==> src/rtl/bt_frame_pkg.sv <==
// Shared definitions for the command-frame receiver: FSM encoding,
// default start-of-frame byte and checksum width.
package bt_frame_pkg;

  typedef enum logic [1:0] {
    IDLE    = 2'd0,
    PAYLOAD = 2'd1,
    CHECK   = 2'd2
  } frame_state_t;

  localparam logic [7:0] SOF_DEFAULT = 8'hA5;
  localparam int         CSUM_W      = 8;

endpackage

==> src/rtl/bt_timeout_cnt.sv <==
// Saturating cycle counter; expired pulses for one cycle as the count
// reaches LIMIT, so the consumer's registered reaction lands on that cycle.
module bt_timeout_cnt #(
  parameter int LIMIT = 16
) (
  input  logic clk,
  input  logic rst,
  input  logic clr,
  input  logic en,
  output logic expired
);

  localparam int             W    = $clog2(LIMIT + 1);
  localparam logic [W-1:0]   TOP  = W'(LIMIT);
  localparam logic [W-1:0]   LAST = W'(LIMIT - 1);

  logic [W-1:0] cnt;

  always_ff @(posedge clk or negedge rst) begin
    if (!rst)                   cnt <= '0;
    else if (clr)               cnt <= '0;
    else if (en && cnt != TOP)  cnt <= cnt + W'(1);
  end

  // A clear in the same cycle always beats expiry.
  assign expired = en && !clr && (cnt == LAST);

endmodule

==> src/rtl/bt_cmd_frame_rx.sv <==
// UART command-frame receiver: SOF, NUM_CH payload bytes, XOR checksum.
// Latches good frames onto cmd_bus and falls back to SAFE_VAL on link loss.
module bt_cmd_frame_rx
  import bt_frame_pkg::*;
#(
  parameter int                  NUM_CH   = 2,
  parameter logic [7:0]          SOF      = SOF_DEFAULT,
  parameter int                  GAP_CYC  = 2_000_000,
  parameter int                  WDOG_CYC = 50_000_000,
  parameter logic [NUM_CH*8-1:0] SAFE_VAL = '0
) (
  input  logic                clk,
  input  logic                rst,
  input  logic [7:0]          rx_data,
  input  logic                rx_data_rdy,
  output logic [NUM_CH*8-1:0] cmd_bus,
  output logic                cmd_valid,
  output logic                frame_err,
  output logic                link_ok,
  output logic [7:0]          err_cnt
);

  localparam int               IDX_W    = (NUM_CH > 1) ? $clog2(NUM_CH) : 1;
  localparam logic [IDX_W-1:0] IDX_LAST = IDX_W'(NUM_CH - 1);

  frame_state_t             state;
  logic [IDX_W-1:0]         idx;
  logic [CSUM_W-1:0]        csum;
  logic [NUM_CH-1:0][7:0]   shadow;

  logic gap_exp, wdog_exp, sum_ok, commit, err_hit;

  assign sum_ok  = (rx_data == csum);
  assign commit  = rx_data_rdy && (state == CHECK) && sum_ok;
  assign err_hit = gap_exp || (rx_data_rdy && (state == CHECK) && !sum_ok);

  bt_timeout_cnt #(.LIMIT(GAP_CYC)) u_gap (
    .clk     (clk),
    .rst     (rst),
    .clr     (rx_data_rdy || (state == IDLE)),
    .en      (state != IDLE),
    .expired (gap_exp)
  );

  bt_timeout_cnt #(.LIMIT(WDOG_CYC)) u_wdog (
    .clk     (clk),
    .rst     (rst),
    .clr     (commit),
    .en      (1'b1),
    .expired (wdog_exp)
  );

  always_ff @(posedge clk or negedge rst) begin
    if (!rst) begin
      state     <= IDLE;
      idx       <= '0;
      csum      <= '0;
      shadow    <= '0;
      cmd_bus   <= SAFE_VAL;
      cmd_valid <= 1'b0;
      frame_err <= 1'b0;
      link_ok   <= 1'b0;
      err_cnt   <= '0;
    end else begin
      cmd_valid <= commit;
      frame_err <= err_hit;
      if (err_hit && err_cnt != 8'hFF) err_cnt <= err_cnt + 8'd1;

      // Commit has priority over a coincident watchdog expiry.
      if (commit) begin
        cmd_bus <= shadow;
        link_ok <= 1'b1;
      end else if (wdog_exp) begin
        cmd_bus <= SAFE_VAL;
        link_ok <= 1'b0;
      end

      if (gap_exp) begin
        state <= IDLE;
      end else if (rx_data_rdy) begin
        unique case (state)
          IDLE: if (rx_data == SOF) begin
            idx   <= '0;
            csum  <= '0;
            state <= PAYLOAD;
          end
          PAYLOAD: begin
            shadow[idx] <= rx_data;
            csum        <= csum ^ rx_data;
            if (idx == IDX_LAST) state <= CHECK;
            else                 idx   <= idx + IDX_W'(1);
          end
          CHECK:   state <= IDLE;
          default: state <= IDLE;
        endcase
      end
    end
  end

endmodule
==> config.mk <==
export PLATFORM = sky130hd
export DESIGN_NAME = bt_cmd_frame_rx
export DESIGN_NICKNAME = d
export VERILOG_FILES = /design/src/rtl/bt_frame_pkg.sv /design/src/rtl/bt_timeout_cnt.sv /design/src/rtl/bt_cmd_frame_rx.sv
export SDC_FILE = /design/constraint.sdc
export NUM_CORES = 1
export LEC_CHECK = 0
export CAP_MARGIN = 20
export CORE_MARGIN = 2
export CORE_UTILIZATION = 40
export DETAILED_ROUTE_END_ITERATION = 8
export PLACE_DENSITY = 0.66
export SKIP_CTS_REPAIR_TIMING = 1
export SYNTH_ARGS = -nofsm -noshare
export SYNTH_HDL_FRONTEND = slang
export SYNTH_SLANG_ARGS = --single-unit
==> constraint.sdc <==
create_clock -name clk -period 3.5 [get_ports clk]
set_clock_uncertainty 0.15 [all_clocks]
set_input_delay 0.7 -clock clk [delete_from_list [all_inputs] [get_ports clk]]
set_output_delay 0.7 -clock clk [all_outputs]
set_load 0.05 [all_outputs]
# Word level (Yosys, flattened, before mapping)
# Index checks and enable logic that the tools add are counted.
[totals]
register_bits = 101
input_bits = 11
output_inout_bits = 27
elab_cells = 77
[op_classes]
n_addsub = 4
n_lt_le_gt_ge = 2
eq_ne = 12
mux = 21
bitwise = 2
reduce_logical = 24
[ops]
columns = ["cell", "n"]
rows = [
  ["two-way mux 26 bit", 2],
  ["two-way mux 21 bit", 2],
  ["two-way mux 16 bit", 2],
  ["adder 26 x 1 -> 26 bit, second input constant", 1],
  ["== test 26 bit, second input constant", 1],
  ["inequality test 26 bit, second input constant", 1],
  ["adder 21 x 1 -> 21 bit, second input constant", 1],
  ["== test 21 bit, second input constant", 1],
  ["inequality test 21 bit, second input constant", 1],
  ["bitwise mux 16 bit", 1],
  ["two-way mux 8 bit", 2],
  ["case mux 8 bit (2 select lines)", 1],
  ["nonzero test 2 bit", 6],
  ["logical AND 1 bit", 9],
  ["adder 8 x 1 -> 8 bit, second input constant", 1],
  ["demux 8 bit (select 1 bit)", 1],
  ["== test 8 bit", 1],
  ["== test 8 bit, second input constant", 1],
  ["two-way mux 2 bit", 4],
  ["inequality test 8 bit, second input constant", 1],
  ["XOR 8 bit", 1],
  ["AND reduction 3 bit", 2],
  ["two-way mux 1 bit", 4],
  ["case mux 2 bit (2 select lines)", 1],
  ["other kinds (14)", 17],
]

# Depth between registers and ports, before layout
[depth]
depth_word = 7
ltp_mapped = 7

# Modules after synthesis
# Synthesis repeated with hierarchy kept, for this count alone.
[hier_totals]
hier_cells = 503
hier_area_um2 = 5226.3
[by_module_without_submodules]
columns = ["module", "n_inst", "cells_each", "area_each_um2"]
rows = [
  ["bt_cmd_frame_rx", 1, 205, 2527.4],
  ["bt_timeout_cnt at u_wdog", 1, 165, 1502.7],
  ["bt_timeout_cnt at u_gap", 1, 133, 1196.1],
]

# Least setup slack after synthesis
# Ideal clock, no wire load.
[synth_timing]
path_type = "in2reg"
start = "in rx_data_rdy"
end = "reg err_cnt[1]"
arrival_ps = 2594
slack_ps = 628
stages = 6
path_buffers = 1
path_cell_list = "o21bai_1 -> or4_1 -> or4_4 -> buf_6 -> a21oi_1 -> mux2_1"
[synth_between]
elab_chain_len = 6
[synth_lines]
columns = ["element", "line", "text"]
rows = [
  ["start: declaration", "bt_cmd_frame_rx.sv:15", "input logic rx_data_rdy,"],
  ["logical OR 1 bit", "bt_cmd_frame_rx.sv:40", ".clr (rx_data_rdy || (state == IDLE)),"],
  ["zero test 1 bit", "bt_timeout_cnt.sv:26", "assign expired = en && !clr && (cnt == LAST);"],
  ["logical AND 1 bit (2 in series)", "bt_timeout_cnt.sv:26", ""],
  ["logical OR 1 bit (*)", "bt_cmd_frame_rx.sv:35", "assign err_hit = gap_exp || (rx_data_rdy && (state == CHECK) && !sum_ok);"],
  ["logical AND 1 bit (*)", "bt_cmd_frame_rx.sv:67", "if (err_hit && err_cnt != 8'hFF) err_cnt <= err_cnt + 8'd1;"],
  ["end signal: assignment", "bt_cmd_frame_rx.sv:67", ""],
  ["end: declaration", "bt_cmd_frame_rx.sv:20", "output logic [7:0] err_cnt"],
]
# Mark *: on every way between the ends. The rest lies on a longest branch, timed or not.
# A chain may end at the register's enable or synchronous reset.

# Worst setup path after layout
# Same ends and word-level chain as after synthesis.

==> out/metrics.yaml <==
post-dp-hpwl_mm: 6.238
pwr_density_cell_mw_per_mm2: 432.4
yosys.cell_types.count: 47
fp.dieH_um: 112.3
ff2ff_setup_slack_ns: 0.78
numCtsBuffers: 9
worstReg2RegStart: "u_gap.cnt[14]"
cts_max_level: 3
whs_ns: 0.2526
ys_seq_elements: 101
grt_pass1_vias: 3283
placed_cells: 613
setup-violations-final: 0
fp-row-count: 39
path_cells: "clkdlybuf4s50_1 > o21bai_1 > or4_1 > or4_4 > a21oi_1 > mux2_1"
placed_cell_area_mm2: 0.005276
worst_r2r_endpoint: "err_cnt[1]"
cp.required_ns: 3.58
synthTopCellsByArea: "dfrtp_1 54%, xnor2_1 6.2%, nor2_1 4.2%"
die_area_mm2: 0.01261
crit_end: "err_cnt[1]"
stdcell_count: 630
synthesis.area_mm2: 0.004691
vias: 3421
cts_buffer_depth: 2
rsz0062_at_grt: "false"
synth_top_family_by_area: "simple AND/OR/NAND/NOR gates"
first_iter_violations: 205
nFillCells: 1014
cts.clk_slew.worst_paths_ns: 0.07
vias_per_cell: 5.430
finalCriticalPeriod_ns: 3.015
grt_pass1_wl_mm: 16.10
cp-startpoint: "rx_data_rdy"
post-place-ws_ns: 0.1088
yosysWarnings: 0
setup_ws_ns: 0.4854
nets: 498
final_util_pct: 49.11
clock.fmax_mhz: 331.7
worst-path-max-fanout: 11
start_kind: "primary input"
p_leak_nw: 2.428
final_max_slew_viol_count: 0
synthMuxAreaShare_pct: 4.294
synthArstFlopShare_pct: 100.0
hold_violations: 0
avgRoutedWirePerCell_um: 14.97
wirelength_mm: 9.428
avgSynthCellArea_um2: 10.83
design_area_mm2: 0.005608
cp_top_family: "simple AND/OR/NAND/NOR gates"
hold_class: "primary input to async pin"
grt_use_total_pct: 15.61
fin_crit_sh_pct: 86.13
insertedDiodeCount: 0
crit_path_top_delay_cell: "or4_4"
core-area_mm2: 0.01142
path_depth: 6
start_util_pct: 41.08
drive_gt1_share_pct: 9.446
fin_tns_setup_ns: 0
yosys-top-cells-count: "101 x dfrtp_1, 52 x nor2_1, 33 x xnor2_1"
synth.most_common_cell: "dfrtp_1"
reg2reg_depth: 5
gr-total-overflow: 0
grt_max_degree: 102
power.total_mw: 2.425
synth_top_area_share_pct: 53.88
drc: 0
irDropWorstVdd_mv: 0.3509
first_pass_iters: 4
tightestPinTransition_ns: 0.7592
synthXorXnorAreaFrac_pct: 9.896
synth_flop_cell: "dfrtp_1"
synth_edf_count: 0
arrival_ns: 3.10
antenna_found_initial: 0
clk_latency_ns: 0.35
ant_nets: 0
pin_count: 38
worst-setup-path-type: "primary input to flip-flop"
yosys.area_share.adder_pct: 1.334
synth-simple-area-share_pct: 19.50
area_delta_synth_final_pct: 19.55
crit_buf_inv: 1
port_buffers: 37
clock-sinks: 101
yosys.area.top_type: "dfrtp_1"
end_kind: "flip-flop"
slowest_delay_ns: 0.59
cts_tree: "built"
synth-compound-area-share_pct: 9.096
slew_headroom_pct: 48.92
syn_nets: 449
maxCapViolations: 0
die_w_um: 112.3
clockRootBuffer: "clkbuf_16"
syn_inst: 433
gp_congestion: 0.8025
synth_seq_area_share_pct: 53.88
status: "complete, no violations"
## routing by layer
layer  global-route usage, %  share of wire, %  vias to the layer above
li1                        -                 -                     1643
met1                   21.55                47                     1722
met2                   25.14                49                       51
met3                   4.428               3.2                        5
met4                   2.683              0.63                        0
met5                       0                 0                        -
## cell usage in the layout (no fill, tap or decap), drive strengths merged, types with 11 or more instances in the layout
| master | count |
|---|---|
| clkdlybuf4s50 | 36 |
| o21ai | 16 |
| nor2 | 52 |
| nand3 | 23 |
| buf | 11 |
| a22o | 16 |
| inv | 15 |
| xor2 | 20 |
| mux2 | 17 |
| nand2 | 24 |
| nor4 | 14 |
| xnor2 | 33 |
| dfrtp | 101 |
## how the worst min path moves through the flow
| stage | end | slack, ns | startpoint |
|---|---|---|---|
| finish | u_wdog.cnt[2] | 0.25 | rst |
| global placement | cmd_bus[3] | 0.33 | shadow[3] |
| CTS | u_wdog.cnt[4] | 0.28 | rst |
| detailed placement | cmd_bus[3] | 0.33 | cmd_bus[3] |
| global route | u_wdog.cnt[6] | 0.31 | rst |
| floorplan | cmd_bus[0] | 0.25 | rst |
## power by group
| part | total, mW | switching (mW) | leakage, nW | internal (mW) |
|---|---|---|---|---|
| Combinational | 0.113 | 0.0607 | 0.880 | 0.0525 |
| Sequential | 1.23 | 0.0360 | 1.39 | 1.20 |
| Clock | 1.08 | 0.443 | 0.158 | 0.635 |
| Total | 2.42 | 0.539 | 2.43 | 1.89 |
## state kept, by name, summed over array words and instances (netlist names)
signal and cells:
idx 1, shadow 16, csum 8, err_cnt 8
u_gap.cnt 21, u_wdog.cnt 26, state 2, cmd_valid 1
link_ok 1, frame_err 1, cmd_bus 16
## logic make-up after synthesis
family | after synthesis
buffers and inverters | 23
and+or+nand+nor | 172
xor gates and xnor gates | 53
AOI/OAI and AO/OA | 61
adders and majority gates | 5
muxes | 18
DFF | 101
## final cells by class
type                    count  area, um^2  area share [%]
repair buffers             47       455.4           8.121
well taps                 143       178.9           3.191
multi-input cells         309        2069           36.90
clock buffers              10       229.0           4.083
inverters                  14       52.55          0.9371
clock inverters             6       95.09           1.696
flip-flops and latches    101        2527           45.07
Note: power is estimated with default switching activity, not from simulation.
